===== src/rtl/pattern_tx_pkg.sv =====
// Shared constants and state encoding for the serial pattern transmitter.
// PATTERN/PAT_LEN double as the golden frame for the sequence-detector bench.
package pattern_tx_pkg;

  localparam int unsigned PAT_LEN = 12;
  localparam int unsigned CNT_W   = 8;
  localparam int unsigned GAP_W   = 4;
  localparam int unsigned IDX_W   = 4;

  localparam logic [PAT_LEN-1:0] PATTERN  = 12'b1010_1111_1000;
  // Corrupts bit 6 so the detector must reject the frame.
  localparam logic [PAT_LEN-1:0] ERR_MASK = 12'b0000_0100_0000;

  typedef enum logic [1:0] {
    IDLE = 2'd0,
    SEND = 2'd1,
    GAP  = 2'd2,
    DONE = 2'd3
  } state_e;

endpackage


===== src/rtl/pattern_tx_if.sv =====
// Control/status bundle of pattern_tx; err_inject exists only when
// PATTERN_TX_ERR_INJECT_EN is defined.
interface pattern_tx_if;
  import pattern_tx_pkg::*;

  logic             start;
  logic [CNT_W-1:0] frames;
  logic [GAP_W-1:0] gap_len;
  logic             abort;
`ifdef PATTERN_TX_ERR_INJECT_EN
  logic             err_inject;
`endif
  logic             z;
  logic             busy;
  logic             frame_tick;
  logic             done;
  logic [CNT_W-1:0] frame_count;

  modport master (
`ifdef PATTERN_TX_ERR_INJECT_EN
    output err_inject,
`endif
    output start, frames, gap_len, abort,
    input  z, busy, frame_tick, done, frame_count
  );

  modport slave (
`ifdef PATTERN_TX_ERR_INJECT_EN
    input  err_inject,
`endif
    input  start, frames, gap_len, abort,
    output z, busy, frame_tick, done, frame_count
  );

endinterface


===== src/rtl/pattern_tx_shift.sv =====
// pattern_shift: loadable MSB-first frame shift register; its MSB is the line z.
// Shifting in zeros leaves the register clear once a frame has been fully sent.
module pattern_shift
  import pattern_tx_pkg::*;
(
  input  logic clk,
  input  logic reset,
  input  logic load_i,
  input  logic inv_i,
  input  logic shift_i,
  input  logic clear_i,
  output logic z_o
);

  logic [PAT_LEN-1:0] sr_q, sr_d;

  always_comb begin
    sr_d = sr_q;
    if (clear_i) begin
      sr_d = '0;
    end else if (load_i) begin
      sr_d = inv_i ? (PATTERN ^ ERR_MASK) : PATTERN;
    end else if (shift_i) begin
      sr_d = {sr_q[PAT_LEN-2:0], 1'b0};
    end
  end

  always_ff @(posedge clk or posedge reset) begin
    if (reset) sr_q <= '0;
    else       sr_q <= sr_d;
  end

  assign z_o = sr_q[PAT_LEN-1];

endmodule


===== src/rtl/pattern_tx.sv =====
// Serial pattern transmitter: sends PATTERN 'frames' times with gap_len+1 idle
// bits between frames. Optional PATTERN_TX_ERR_INJECT_EN adds per-frame corruption.
module pattern_tx
  import pattern_tx_pkg::*;
(
  input  logic         clk,
  input  logic         reset,
  pattern_tx_if.slave  bus
);

  state_e           state_q, state_d;
  logic [IDX_W-1:0] bit_idx_q, bit_idx_d;
  logic [GAP_W-1:0] gap_cnt_q, gap_cnt_d;
  logic [GAP_W-1:0] gap_len_q, gap_len_d;
  logic [CNT_W-1:0] frames_q, frames_d;
  logic [CNT_W-1:0] count_q, count_d;
  logic             busy_q, busy_d;
  logic             tick_q, tick_d;
  logic             done_q, done_d;
  logic             sh_load, sh_shift, sh_clear, sh_inv;
  logic [CNT_W-1:0] count_inc;

  assign count_inc = count_q + CNT_W'(1);

`ifdef PATTERN_TX_ERR_INJECT_EN
  assign sh_inv = bus.err_inject;
`else
  assign sh_inv = 1'b0;
`endif

  // Next-state and registered-output decode; abort outranks frame completion.
  always_comb begin
    state_d   = state_q;
    bit_idx_d = bit_idx_q;
    gap_cnt_d = gap_cnt_q;
    gap_len_d = gap_len_q;
    frames_d  = frames_q;
    count_d   = count_q;
    busy_d    = busy_q;
    tick_d    = 1'b0;
    done_d    = 1'b0;
    sh_load   = 1'b0;
    sh_shift  = 1'b0;
    sh_clear  = 1'b0;
    case (state_q)
      IDLE: begin
        if (bus.start) begin
          count_d = '0;
          if (bus.frames != '0) begin
            frames_d  = bus.frames;
            gap_len_d = bus.gap_len;
            bit_idx_d = IDX_W'(PAT_LEN - 1);
            sh_load   = 1'b1;
            busy_d    = 1'b1;
            state_d   = SEND;
          end else begin
            done_d  = 1'b1;
            state_d = DONE;
          end
        end
      end
      SEND: begin
        if (bus.abort) begin
          sh_clear = 1'b1;
          busy_d   = 1'b0;
          state_d  = IDLE;
        end else if (bit_idx_q != '0) begin
          bit_idx_d = bit_idx_q - IDX_W'(1);
          sh_shift  = 1'b1;
        end else begin
          sh_shift = 1'b1;
          count_d  = count_inc;
          tick_d   = 1'b1;
          if (count_inc == frames_q) begin
            busy_d  = 1'b0;
            done_d  = 1'b1;
            state_d = DONE;
          end else begin
            gap_cnt_d = gap_len_q;
            state_d   = GAP;
          end
        end
      end
      GAP: begin
        if (bus.abort) begin
          sh_clear = 1'b1;
          busy_d   = 1'b0;
          state_d  = IDLE;
        end else if (gap_cnt_q == '0) begin
          bit_idx_d = IDX_W'(PAT_LEN - 1);
          sh_load   = 1'b1;
          state_d   = SEND;
        end else begin
          gap_cnt_d = gap_cnt_q - GAP_W'(1);
        end
      end
      DONE: begin
        state_d = IDLE;
      end
      default: begin
        sh_clear = 1'b1;
        busy_d   = 1'b0;
        state_d  = IDLE;
      end
    endcase
  end

  always_ff @(posedge clk or posedge reset) begin
    if (reset) begin
      state_q   <= IDLE;
      bit_idx_q <= '0;
      gap_cnt_q <= '0;
      gap_len_q <= '0;
      frames_q  <= '0;
      count_q   <= '0;
      busy_q    <= 1'b0;
      tick_q    <= 1'b0;
      done_q    <= 1'b0;
    end else begin
      state_q   <= state_d;
      bit_idx_q <= bit_idx_d;
      gap_cnt_q <= gap_cnt_d;
      gap_len_q <= gap_len_d;
      frames_q  <= frames_d;
      count_q   <= count_d;
      busy_q    <= busy_d;
      tick_q    <= tick_d;
      done_q    <= done_d;
    end
  end

  pattern_shift u_shift (
    .clk     (clk),
    .reset   (reset),
    .load_i  (sh_load),
    .inv_i   (sh_inv),
    .shift_i (sh_shift),
    .clear_i (sh_clear),
    .z_o     (bus.z)
  );

  assign bus.busy        = busy_q;
  assign bus.frame_tick  = tick_q;
  assign bus.done        = done_q;
  assign bus.frame_count = count_q;

endmodule


===== src/flat_wrapper.sv =====
// flat-port wrapper written by rule: the top's interface ports become plain ports
module pattern_tx_flat import pattern_tx_pkg::*;
  (clk, reset, bus_start, bus_frames, bus_gap_len, bus_abort, bus_z, bus_busy, bus_frame_tick, bus_done, bus_frame_count);
  pattern_tx_if bus_i ();
  input  logic clk;
  input  logic reset;
  input wire logic [$bits(bus_i.start)-1:0] bus_start;
  input wire logic [$bits(bus_i.frames)-1:0] bus_frames;
  input wire logic [$bits(bus_i.gap_len)-1:0] bus_gap_len;
  input wire logic [$bits(bus_i.abort)-1:0] bus_abort;
  output wire logic [$bits(bus_i.z)-1:0] bus_z;
  output wire logic [$bits(bus_i.busy)-1:0] bus_busy;
  output wire logic [$bits(bus_i.frame_tick)-1:0] bus_frame_tick;
  output wire logic [$bits(bus_i.done)-1:0] bus_done;
  output wire logic [$bits(bus_i.frame_count)-1:0] bus_frame_count;
  assign bus_i.start = bus_start;
  assign bus_i.frames = bus_frames;
  assign bus_i.gap_len = bus_gap_len;
  assign bus_i.abort = bus_abort;
  assign bus_z = bus_i.z;
  assign bus_busy = bus_i.busy;
  assign bus_frame_tick = bus_i.frame_tick;
  assign bus_done = bus_i.done;
  assign bus_frame_count = bus_i.frame_count;
  pattern_tx u_core (.clk(clk), .reset(reset), .bus(bus_i));
endmodule

===== config.mk =====
export PLATFORM = sky130hd
export DESIGN_NAME = pattern_tx_flat
export DESIGN_NICKNAME = d
export VERILOG_FILES = /design/src/rtl/pattern_tx_pkg.sv /design/src/rtl/pattern_tx_if.sv /design/src/rtl/pattern_tx_shift.sv /design/src/rtl/pattern_tx.sv /design/src/flat_wrapper.sv
export SDC_FILE = /design/constraint.sdc
export NUM_CORES = 1
export LEC_CHECK = 0
export BUFFER_PORTS_ARGS = -buffer_cell sky130_fd_sc_hd__buf_2
export CORE_UTILIZATION = 48
export CTS_CLUSTER_DIAMETER = 150
export DETAILED_ROUTE_END_ITERATION = 7
export PLACE_DENSITY = 0.7
export SYNTH_ARGS = -nofsm -noshare
export SYNTH_HDL_FRONTEND = slang
export SYNTH_SLANG_ARGS = --single-unit

===== constraint.sdc =====
create_clock -name clk -period 2.25 [get_ports clk]
set_clock_uncertainty 0.05 [all_clocks]
set_input_delay 0.3375 -clock clk [delete_from_list [all_inputs] [get_ports clk]]
set_output_delay 0.3375 -clock clk [all_outputs]
set_load 0.05 [all_outputs]

After elaboration in Yosys (flattened, before gate mapping). Cells that the tools add are included. W data, S select, Z words.

Bits in registers: 45. Word-level logic and storage cells: 98.

Add/subtract/negate cells: 3. Eq/ne operators: 17. Multiplexer cells: 53. Reduce and logical (&&, ||, !) cells: 15.

Operators by type and width (count): $mux W4 (11); $mux W12 (3); $mux W8 (3); $mux W1 (23); $pmux W8 S2 (1); $ne A2 B2 Y1 const B (7); $mux W2 (6); $pmux W4 S3 (1); $reduce_and A6 Y1 (2); $add A8 B1 Y8 const B (1); $eq A8 B8 Y1 (1); $pmux W2 S4 (1); $pmux W4 S2 (1); $reduce_bool A8 Y1 (1); $sub A4 B1 Y4 const B (2); $reduce_and A7 Y1 (1); $ne A2 B1 Y1 const B (3); $ne A3 B2 Y1 const B (2); $reduce_and A3 Y1 (2); $reduce_bool A3 Y1 (2); $eq A2 B2 Y1 const B (2); $logic_not A4 Y1 (1); $pmux W1 S2 (2); $reduce_and A4 Y1 (1); 7 further kinds (8).

Depth between registers and ports, before layout. Gate-level depths: netlist (run 1).

Depth in word-level cells: 6. Depth in mapped cells: 10. Depth with buffers taken out: 8.

Hierarchy. From an unflattened synthesis (run 1), not the netlist that was laid out.

Cell total of the unflattened synthesis: 232. Area total of the unflattened synthesis: 2366.0 um2.

Modules (own cells, without submodules): pattern_tx (instances 1, cells an instance 200, area each 1978.1 um2, sequential area each 825.8 um2); pattern_shift (instances 1, cells an instance 32, area each 387.9 um2, sequential area each 225.2 um2).

Worst setup path before layout (run 1). Ideal clock, no wire load.

Path type: register to register. Start: reg u_core.count_q[4], in the netlist u_core.bus.frame_count[4]. End: reg u_core.busy_q, in the netlist u_core.bus.busy. Arrival time: 2623 ps. Data required time: 2072 ps. Slack: -550 ps. Cell stages (with the launch flop): 8. Period minus slack after synthesis: 2800 ps. Path through: dfrtp_1 -> clkbuf_1 -> nand2_1 -> or3_4 -> a2111oi_4 -> nand4_4 -> a2111oi_4 -> mux2_1.

Longest elaborated chain between the ends: 4.

RTL lines: from (decl) (RTL line pattern_tx.sv:16) `logic [CNT_W-1:0] count_q, count_d;`; from (signal assigned) (RTL line pattern_tx.sv:125) `count_q <= count_d;`; $add A8 B1 Y8 (RTL line pattern_tx.sv:23) `assign count_inc = count_q + CNT_W'(1);`; $eq A8 B8 Y1 (RTL line pattern_tx.sv:74) `if (count_inc == frames_q) begin`; $ne A3 B2 Y1 (no source line); $reduce_and A6 Y1 (no source line); to (signal assigned) (RTL line pattern_tx.sv:126) `busy_q <= busy_d;`; to (decl) (RTL line pattern_tx.sv:17) `logic busy_q, busy_d;`.

Every way passes these cells. A chain may end at the register's enable or synchronous reset.

Final worst setup path (run 1).
Start: reg u_core.count_q[0], in the netlist u_core.bus.frame_count[0]. End: reg u_core.busy_q, in the netlist u_core.bus.busy.

The elaborated chain is that of the path after synthesis.

==> flow_summary.yaml, run 1 <==
outcome:
  outcome: "complete, but fails checks"
  violations: "setup timing"
grt:
  grt_pass1_vias: 1862
  groute.usage.overall_pct: 21.38
  grt_max_degree: 43
  antenna_found_initial: 0
  grt.overflow.total: 0
  grt_pass1_wl_um: 8583
critical_path:
  r2r_start: "u_core.bus.frame_count[0]$_DFFE_PP0P_"
  crit_path_start_kind: "register"
  cp_cell_sequence: "nand3_4, buf_4, xnor2_1, mux2i_1, nand4_4, a2111oi_4, mux2_4"
  critPathBufInv: 1
  endpoint_kind: "register"
  cp_top_family: "multiplexers"
  critPathLaunch: "u_core.bus.frame_count[0]$_DFFE_PP0P_"
  slowest_delay_ns: 0.43
  worstPathMaxFanout: 4
  cp_data_arrival_time_ns: 2.45
  worstPathRequired_ns: 2.39
  path_class: "reg -> reg"
  critPathSlowestCell: "dfrtp_2"
synth:
  yosys_register_bits: 42
  synth_most_common_cell: "dfrtp_1"
  ys_warn_count: 0
  synth-edff-count: 0
  ys.flop_type: "dfrtp_1"
  synth.largest_area_cell: "dfrtp_1"
  avgSynthCellArea_um2: 10.09
  yosys.area.top_type_share_pct: 44.70
  netlist_instances: 233
  synth_cell_type_count: 51
  synth_common_cells: "dfrtp_1 (42), nand2_1 (31), nor2_1 (16)"
  synth.area.top_cells: "dfrtp_1 (45%), mux2_1 (5.3%), nand2_1 (4.9%)"
  async_flop_share_pct: 100.0
  yosysSeqAreaShare_pct: 44.70
  synth_nets: 257
  syn_area_mm2: 0.002351
timing:
  fin_crit_sh_pct: 102.9
  grt_setup_unrepaired: "yes"
  slew_viol_final: 0
  fin_ws_ns: -0.06609
  fin_setup_tns_ns: -0.06609
  worst_pin_slew_ns: 0.5329
  period_needed_ns: 2.316
  fmax_mhz: 431.8
  slew_headroom_pct: 64.48
  finalHoldViolations: 0
  setup_violations: 1
die:
  die_width_um: 71.99
  die_area_mm2: 0.005182
  die_h_um: 71.99
  ios: 28
  core_mm2: 0.004723
  std_cell_rows: 25
  start_util_pct: 49.77
route:
  avgRoutedWirePerCell_um: 13.60
  ant_nets: 0
  drtPass1Iterations: 4
  dr_total_vias: 1985
  wl_um: 4964
  via_per_inst: 5.438
  route.detailed.drc: 0
  drtIter0Drc: 168
power:
  leakage_uw: 0.001375
  peakVddDrop_mv: 0.6941
  power_frac_comb_pct: 46.7
  netSwitchingFraction_pct: 36.93
  p_per_area_mw_per_mm2: 1204
  internal_power_uw: 2314
  seq_power_share_pct: 33.2
  pwr-share-clk_pct: 20.1
  p_switching_uw: 1355
clocking:
  h-tree-depth: 2
  cts_root_buf: "clkbuf_8"
  cts.path.max_buffers: 2
  clock_latency_ns: 0.30
  path_clk_slew_ns: 0.09
  cts_tree: "done"
  hold_buffers: 0
  cts.sinks: 42
  cts_inserted_buffers: 5
final_layout:
  num-fill-cells: 379
  diodes: 0
  fin_nets: 321
  syn2layout_area_growth_pct: 29.64
  drive_gt1_share_pct: 32.89
placement:
  routabilityCongestion: 0.8519
  portBuffers: 27
  dpl.hpwl_um: 3648
  dp_slack_ns: -0.06389
hold_path:
  holdCritPathClass: "in -> async"
job:
  drv_cap: 0
[worst reg2reg max path: cells and delay by family, from the launching register on]
| family | cells | cell delay (ns) |
|---|---|---|
| xor+xnor | 1 | 0.20 |
| flops | 1 | 0.43 |
| buf+inv | 1 | 0.16 |
| simple gates | 2 | 0.27 |
| mux | 2 | 0.74 |
| compound gates | 1 | 0.35 |
[sequential cells by signal, summed over array words and instances, names as in the netlist]
name / cells
u_core.state_q: 2
u_core.u_shift.sr_q: 9
u_core.bus.busy: 1
u_core.bus.frame_tick: 1
u_core.bus.frame_count: 8
u_core.bus.done: 1
u_core.gap_len_q: 4
u_core.bit_idx_q: 4
u_core.frames_q: 8
u_core.gap_cnt_q: 4
[layout by cell type (no fill, tap or decap), types with 9 or more instances in the layout]
cell     count
mux2_1      10
buf_2       27
buf_4       36
a31oi_1     10
inv_1       13
dfrtp_1     37
o21ai_0      9
nand2_1     30
nor2_1      14
[cell families (layout without fill, tap and decap cells)]
logic type,Yosys count,in the layout,synth area share [%]
AO/OA/AOI/OAI,57,57,18.15
flip-flops,42,42,44.70
buffers and inverters,19,84,3.034
AND/OR/NAND/NOR,77,77,17.03
multiplexers,18,18,8.356
XOR/XNOR,12,12,4.470
adder cells (fa/ha/maj),8,8,4.258
[path summary, 6_finish.rpt]
path | cells after the start | slack (ns) | endpoint
min in group clk | 2 | 0.21 | u_core.gap_len_q[1]$_DFFE_PP0P_
worst max register to register | 7 | -0.07 | u_core.bus.busy$_DFFE_PP0P_
worst min-delay path | 3 | 0.11 | u_core.bus.done$_DFF_PP0_
max in group asynchronous | 3 | 1.65 | u_core.bus.frame_count[4]$_DFFE_PP0P_
worst max-delay path | 7 | -0.07 | u_core.bus.busy$_DFFE_PP0P_
worst min register to register | 1 | 0.44 | u_core.gap_len_q[1]$_DFFE_PP0P_
[per-stage QoR]
stage | power, uW | instances | area (um^2) | hold slack [ns] | util [%]
6_report | 3669 | 365 | 3048 | 0.1120 | 64.53
5_1_grt | 3923 | 365 | 3048 | 0.1783 | 64.53
4_1_cts | 3644 | 364 | 2985 | 0.1277 | 63.21
3_5_place_dp | 2877 | 353 | 2794 | 0.4332 | 59.15
3_3_place_gp | 2846 | 353 | 2794 | 0.4277 | 59.15
2_1_floorplan | 2372 | 233 | 2367 | 0.4025 | -
[layout make-up]
type / count / area (um^2) / share of cell area (%)
multi-input cells: 172 / 1310 / 42.98
well taps: 67 / 83.83 / 2.750
flip-flops and latches: 42 / 1057 / 34.69
clock inverters: 2 / 60.06 / 1.970
repair buffers: 63 / 405.4 / 13.30
inverters: 13 / 48.80 / 1.601
clock buffers: 6 / 82.58 / 2.709
[per-layer routing]
layer | vias up | global-route usage [%] | wire [um]
met5 | - | 0 | 0
met4 | 0 | 8.061 | 70
met3 | 7 | 4.028 | 212
met2 | 40 | 33.33 | 2312
met1 | 973 | 29.77 | 2369
li1 | 965 | - | -
[power by group through the flow]
stage / Sequential [uW] / Clock [uW] / Combinational (uW)
global placement: 1230 / 0 / 1620
floorplan: 1250 / 0 / 1120
detailed placement: 1230 / 0 / 1640
finish: 1220 / 736 / 1710
CTS: 1220 / 748 / 1680
global route: 1260 / 774 / 1890
[repair_timing]
action,4_1_cts,5_1_grt
pin swaps,2,4
buffers inserted,3,1
resized for setup,5,10
gates cloned,0,0
setup endpoints to repair,2,12
No activity file was read; power rests on OpenSTA's default activity.
==> run 2: changes to the inputs <==
Settings changed: CORE_MARGIN set to 1.5, REMOVE_ABC_BUFFERS set to 1.
==> run 2 against run 1 <==
Against the previous run:
- the run still ends with setup timing left
- highest routed layer unchanged
- design area shrank 0.74%
- first-iteration DRC count shrank 6.5%
- largest power group unchanged
- global-route usage grew 0.99 points
- sequential power is essentially flat
- via count grew 0.40%
- sequential cell count is the same
- non-clock buffer count grew 5
==> flow_summary.yaml, run 2 (synthesis results as in run 1) <==
route:
  dr_total_vias: 1993
  via_per_inst: 5.386
  route.detailed.drc: 0
  drtPass1Iterations: 4
  drtIter0Drc: 157
  avgRoutedWirePerCell_um: 14.62
  wl_um: 5410
  ant_nets: 0
grt:
  busiest_layer: "met2"
  grt_pass1_vias: 1910
  grt.overflow.total: 0
  grt.met3_usage_pct: 4.006
  groute.usage.overall_pct: 22.38
  grt_pass1_wl_um: 9135
  met2_usage_pct: 35.66
  antenna_found_initial: 0
  met1_usage_pct: 30.89
  grt_max_degree: 43
final_layout:
  multi_input_area_mm2: 0.001286
  seqCellArea_mm2: 0.001054
  final_common_cell: "buf_4"
  final_cell_mix: "buf_4 (41), dfrtp_1 (40), nand2_1 (31)"
  diodes: 0
  max_flop_register: "u_core.u_shift.sr_q"
  fin_cells: 370
  num-fill-cells: 397
  syn2layout_area_growth_pct: 28.69
  drive_gt1_share_pct: 33.00
  largest_reg_flops: 9
  fin_nets: 326
die:
  die_h_um: 72.99
  die_area_mm2: 0.005327
  start_util_pct: 49.77
  std_cell_rows: 25
  core_mm2: 0.004723
  ios: 28
  die_width_um: 72.99
timing:
  fin_hold_ws_ns: 0.1129
  slew_headroom_pct: 62.26
  grt_setup_unrepaired: "yes"
  worst_pin_slew_ns: 0.5640
  fin_ws_ns: -0.06468
  fmax_mhz: 432.0
  period_needed_ns: 2.315
  setup_violations: 1
  finalHoldViolations: 0
  slew_viol_final: 0
  fin_crit_sh_pct: 102.9
critical_path:
  cp_data_arrival_time_ns: 2.46
  worstPathRequired_ns: 2.39
  critPathSlowestCell: "dfrtp_1"
  cp_cell_sequence: "xnor2_1, or3_4, a2111oi_4, nand4_4, a2111oi_4, mux2_4"
  slowest_delay_ns: 0.43
  critPathBufInv: 0
  cp_top_family: "compound AO/OA/AOI/OAI gates"
  endpoint_kind: "register"
  crit_path_start_kind: "register"
  crit_path_frequent_cell: "a2111oi_4"
  worstPathMaxFanout: 4
  path_class: "reg -> reg"
clocking:
  cts_inserted_buffers: 5
  cts.sinks: 42
  path_clk_slew_ns: 0.09
  cts_root_buf: "clkbuf_8"
  clock_latency_ns: 0.30
  cts_tree: "done"
  cts.path.max_buffers: 2
  h-tree-depth: 2
placement:
  numPlacedInstances: 356
  dpl.hpwl_um: 3811
  routabilityCongestion: 0.8525
  portBuffers: 27
power:
  leakage_uw: 0.001380
  internal_power_uw: 2196
  p_switching_uw: 1394
  seq_power_share_pct: 34.5
  power_frac_comb_pct: 48.6
  pwr-share-clk_pct: 16.9
  netSwitchingFraction_pct: 38.83
  p_per_area_mw_per_mm2: 1186
  peakVddDrop_mv: 0.7829
outcome:
  violations: "setup timing"
  outcome: "complete, but fails checks"
hold_path:
  holdCritPathClass: "in -> async"
job:
  drv_cap: 0
-- run 2: changes by cell type in the layout (fill, tap and decap cells not counted), sizes merged --
cell | before | now
bufinv | 2 | 1
buf | 63 | 68
clkinvlp | 0 | 1
-- run 2: worst paths after layout --
check / from / endpoint / slack, ns / cells after the start
max: u_core.bus.frame_count[5]$_DFFE_PP0P_ / u_core.bus.busy$_DFFE_PP0P_ / -0.06 / 6
min: reset / u_core.bus.done$_DFF_PP0_ / 0.11 / 3
max reg2reg: u_core.bus.frame_count[5]$_DFFE_PP0P_ / u_core.bus.busy$_DFFE_PP0P_ / -0.06 / 6
min reg2reg: u_core.gap_len_q[1]$_DFFE_PP0P_ / u_core.gap_len_q[1]$_DFFE_PP0P_ / 0.44 / 1
max in group asynchronous: reset / u_core.bus.frame_count[1]$_DFFE_PP0P_ / 1.64 / 3
min in group clk: bus_gap_len[3] / u_core.gap_len_q[3]$_DFFE_PP0P_ / 0.21 / 2
-- run 2: what timing repair did --
item	in CTS	in global routing
hold endpoints to repair	0	0
buffers inserted	2	4
hold buffers	0	0
resized for setup	4	10
pin swaps	3	3
endpoints found under the setup margin	2	12
-- run 2: layout make-up --
class	count	area share [%]
Tap cell	67	2.771
Clock inverter	2	1.241
Sequential cell	42	34.82
Clock buffer	6	2.399
Inverter	13	1.613
Timing Repair Buffer	68	14.64
Multi-Input combinational cell	172	42.51
-- run 2: power groups by stage --
stage / Clock, uW / Sequential [uW] / Combinational (uW)
detailed placement: 0 / 1240 / 1610
finish: 607 / 1240 / 1740
floorplan: 0 / 1250 / 1110
CTS: 618 / 1230 / 1650
global placement: 0 / 1240 / 1570
global route: 643 / 1270 / 1950
-- run 2: metal layers --
metal	wire [um]	part of all wire, %	up-vias
met5	0	0	-
met4	70	1.3	0
met3	131	2.4	6
met2	2620	48	34
met1	2588	48	973
li1	-	-	980
-- run 2: through the flow --
step,total power [uW],cell area (um^2),utilization [%],setup TNS (ns),setup WS [ns]
after floorplan,2362,2328,-,-1.176,-0.4929
after global placement,2810,2810,59.50,-0.05575,-0.05575
after detailed placement,2850,2810,59.50,-0.1244,-0.1020
after CTS,3500,2952,62.49,-0.08230,-0.08230
after global routing,3859,3025,64.05,-0.2737,-0.2097
final,3590,3025,64.05,-0.06468,-0.06468
-- run 2: worst reg2reg max path, cell delays in order, from the launching register on --
cell	delay, ns
dfrtp_1	0.43
xnor2_1	0.15
or3_4	0.34
a2111oi_4	0.40
nand4_4	0.16
a2111oi_4	0.34
mux2_4	0.34
==> run 3: changes to the inputs <==
Settings changed: ABC_AREA set to 1.
==> run 3 against run 2 <==
Against the previous run:
- the run now ends clean
- combinational power shrank 9%
- clock power shrank 21%
- highest routed layer unchanged
- cell count grew 12%
- register-to-register slack gained 0.31 ns
- worst hold slack lost 0.0035 ns
- core utilization shrank 7.2 points
- sequential power shrank 4%
==> flow_summary.yaml, run 3 <==
route:
  wl_met2_um: 2319
  route.detailed.drc: 0
  wl_met1_um: 2394
  wl_um: 5031
  via_per_inst: 5.102
  ant_nets: 0
  route.met3.wl_um: 247
  avgRoutedWirePerCell_um: 12.18
  drtPass1Iterations: 4
  highest_layer: "met4"
  drtIter0Drc: 153
  dr_total_vias: 2107
critical_path:
  path_class: "reg -> reg"
  endpoint_kind: "register"
  worstPathRequired_ns: 2.43
  cp_data_arrival_time_ns: 2.19
  ff2ff_path_depth: 10
  worstReg2RegEnd: "u_core.bit_idx_q[3]$_DFFE_PP0P_"
  r2r_start: "u_core.state_q[0]$_DFFE_PP0P_"
  r2r_slack_ns: 0.24
  crit_path_start_kind: "register"
  worstPathMaxFanout: 8
power:
  power_uw: 3259
  peakVddDrop_mv: 0.6808
  leakage_uw: 0.001387
  p_per_area_mw_per_mm2: 1205
die:
  std_cell_rows: 25
  core_mm2: 0.004755
  start_util_pct: 50.05
  ios: 28
  die_area_mm2: 0.005389
  die_width_um: 73.41
  die_h_um: 73.41
clocking:
  cts_resized: 0
  path_clk_slew_ns: 0.08
  h-tree-depth: 2
  cts_root_buf: "clkbuf_8"
  clock_latency_ns: 0.29
  cts.path.max_buffers: 2
  post_cts_buffers: 0
  cts_inserted_buffers: 5
  cts_tree: "done"
  cts.sinks: 42
  hold_buffers: 0
final_layout:
  syn2layout_area_growth_pct: 13.62
  seqCellArea_mm2: 0.001051
  fin_nets: 371
  final_common_cell: "nand2_1"
  diodes: 0
  fin_cells: 413
  max_flop_register: "u_core.u_shift.sr_q"
  multi_input_area_mm2: 0.001149
  final_cell_mix: "nand2_1 (96), dfrtp_1 (42), inv_1 (41)"
  drive_gt1_share_pct: 16.76
  num-fill-cells: 450
  largest_reg_flops: 9
synth:
  synth_cell_type_count: 28
  synth-edff-count: 0
  yosys_register_bits: 42
  syn_area_mm2: 0.002380
  synth_most_common_cell: "nand2_1"
  synth_common_cells: "nand2_1 (96), dfrtp_1 (42), inv_1 (41)"
  ys.flop_type: "dfrtp_1"
  async_flop_share_pct: 100.0
  yosysSeqAreaShare_pct: 44.16
  yosys.area.top_type_share_pct: 44.16
  synth.largest_area_cell: "dfrtp_1"
  netlist_instances: 312
  avgSynthCellArea_um2: 7.628
  synth.area.top_cells: "dfrtp_1 (44%), nand2_1 (15%), nand3_1 (6.7%)"
  ys_warn_count: 0
hold_path:
  holdCritPathClass: "in -> async"
placement:
  routabilityCongestion: 0.8570
  dpl.hpwl_um: 3657
  portBuffers: 27
  dp_slack_ns: 0.2700
  numPlacedInstances: 407
timing:
  finalHoldViolations: 0
  period_needed_ns: 2.009
  fin_crit_sh_pct: 89.27
  fin_ws_ns: 0.2414
  setup_violations: 0
  slew_headroom_pct: 64.50
  fmax_mhz: 497.9
  worst_pin_slew_ns: 0.5325
  fin_setup_tns_ns: 0
  slew_viol_final: 0
  grt_setup_unrepaired: "no"
job:
  drv_cap: 0
grt:
  grt_pass1_vias: 1960
  grt_pass1_wl_um: 8728
  groute.usage.overall_pct: 21.10
  grt.overflow.total: 0
  antenna_found_initial: 0
  grt_max_degree: 43
outcome:
  outcome: "complete, no violations"
==> run 3: changes by cell type after synthesis, moves of 6 or more <==
cell and delta:
a31oi_1 -8, inv_1 +28, mux2_1 -11, nand2_1 +65
nand3_1 +28, nor2_2 +6, o211ai_1 +7, o21ai_0 +7
o22ai_1 +7, xnor2_1 -9
==> run 3: worst max-delay path, cell delays in order (launching register included) <==
cell	delay (ns)
dfrtp_1	0.38
inv_1	0.09
ha_1	0.28
nand2_1	0.18
nand2_1	0.09
a21oi_1	0.12
o211ai_1	0.14
nor2_4	0.20
nand2_1	0.09
or2_2	0.27
nand3_1	0.06
==> run 3: layout make-up <==
| type | instances | area share, % |
|---|---|---|
| well taps | 67 | 3.100 |
| multi-input cells | 223 | 42.48 |
| clock buffers | 6 | 3.054 |
| flip-flops and latches | 42 | 38.87 |
| repair buffers | 33 | 6.664 |
| inverters | 42 | 5.831 |
==> run 3: power by group <==
part,total (uW),internal [uW],switching [uW]
registers,1190,1020,163
clock network,481,237,244
logic,1590,544,1050
total,3260,1800,1460
==> run 3: how the worst max path moves through the flow <==
stage	start	end	cells after the start
final	u_core.state_q[0]$_DFFE_PP0P_	u_core.bit_idx_q[3]$_DFFE_PP0P_	10
after global routing	u_core.state_q[0]$_DFFE_PP0P_	u_core.bit_idx_q[3]$_DFFE_PP0P_	10
after detailed placement	u_core.state_q[0]$_DFFE_PP0P_	u_core.bit_idx_q[3]$_DFFE_PP0P_	10
after global placement	u_core.state_q[0]$_DFFE_PP0P_	u_core.bit_idx_q[3]$_DFFE_PP0P_	10
after CTS	u_core.state_q[1]$_DFFE_PP0P_	u_core.bus.frame_count[7]$_DFFE_PP0P_	8
after floorplan	u_core.state_q[0]$_DFFE_PP0P_	u_core.u_shift.sr_q[11]$_DFFE_PP0P_	8
==> run 3: cell families after synthesis <==
kind of cell,share of synthesized area [%]
AND/OR/NAND/NOR,31.28
adder cells (fa/ha/maj),4.206
buffers and inverters,7.571
XOR/XNOR,1.472
flip-flops,44.16
AO/OA/AOI/OAI,11.30
==> run 3: through the flow <==
step / hold WS [ns] / area, um^2 / util, %
after global placement: 0.4102 / 2621 / 55.13
after global routing: 0.1862 / 2704 / 56.87
after CTS: 0.1317 / 2704 / 56.87
final: 0.1094 / 2704 / 56.87
after detailed placement: 0.4084 / 2621 / 55.13
after floorplan: 0.3922 / 2357 / -
==> run 3: per-layer routing <==
metal | GRT usage [%] | vias to the layer above
met4 | 6.996 | 0
met1 | 28.66 | 983
met3 | 4.801 | 6
li1 | - | 1070
met5 | 0 | -
met2 | 33.43 | 48
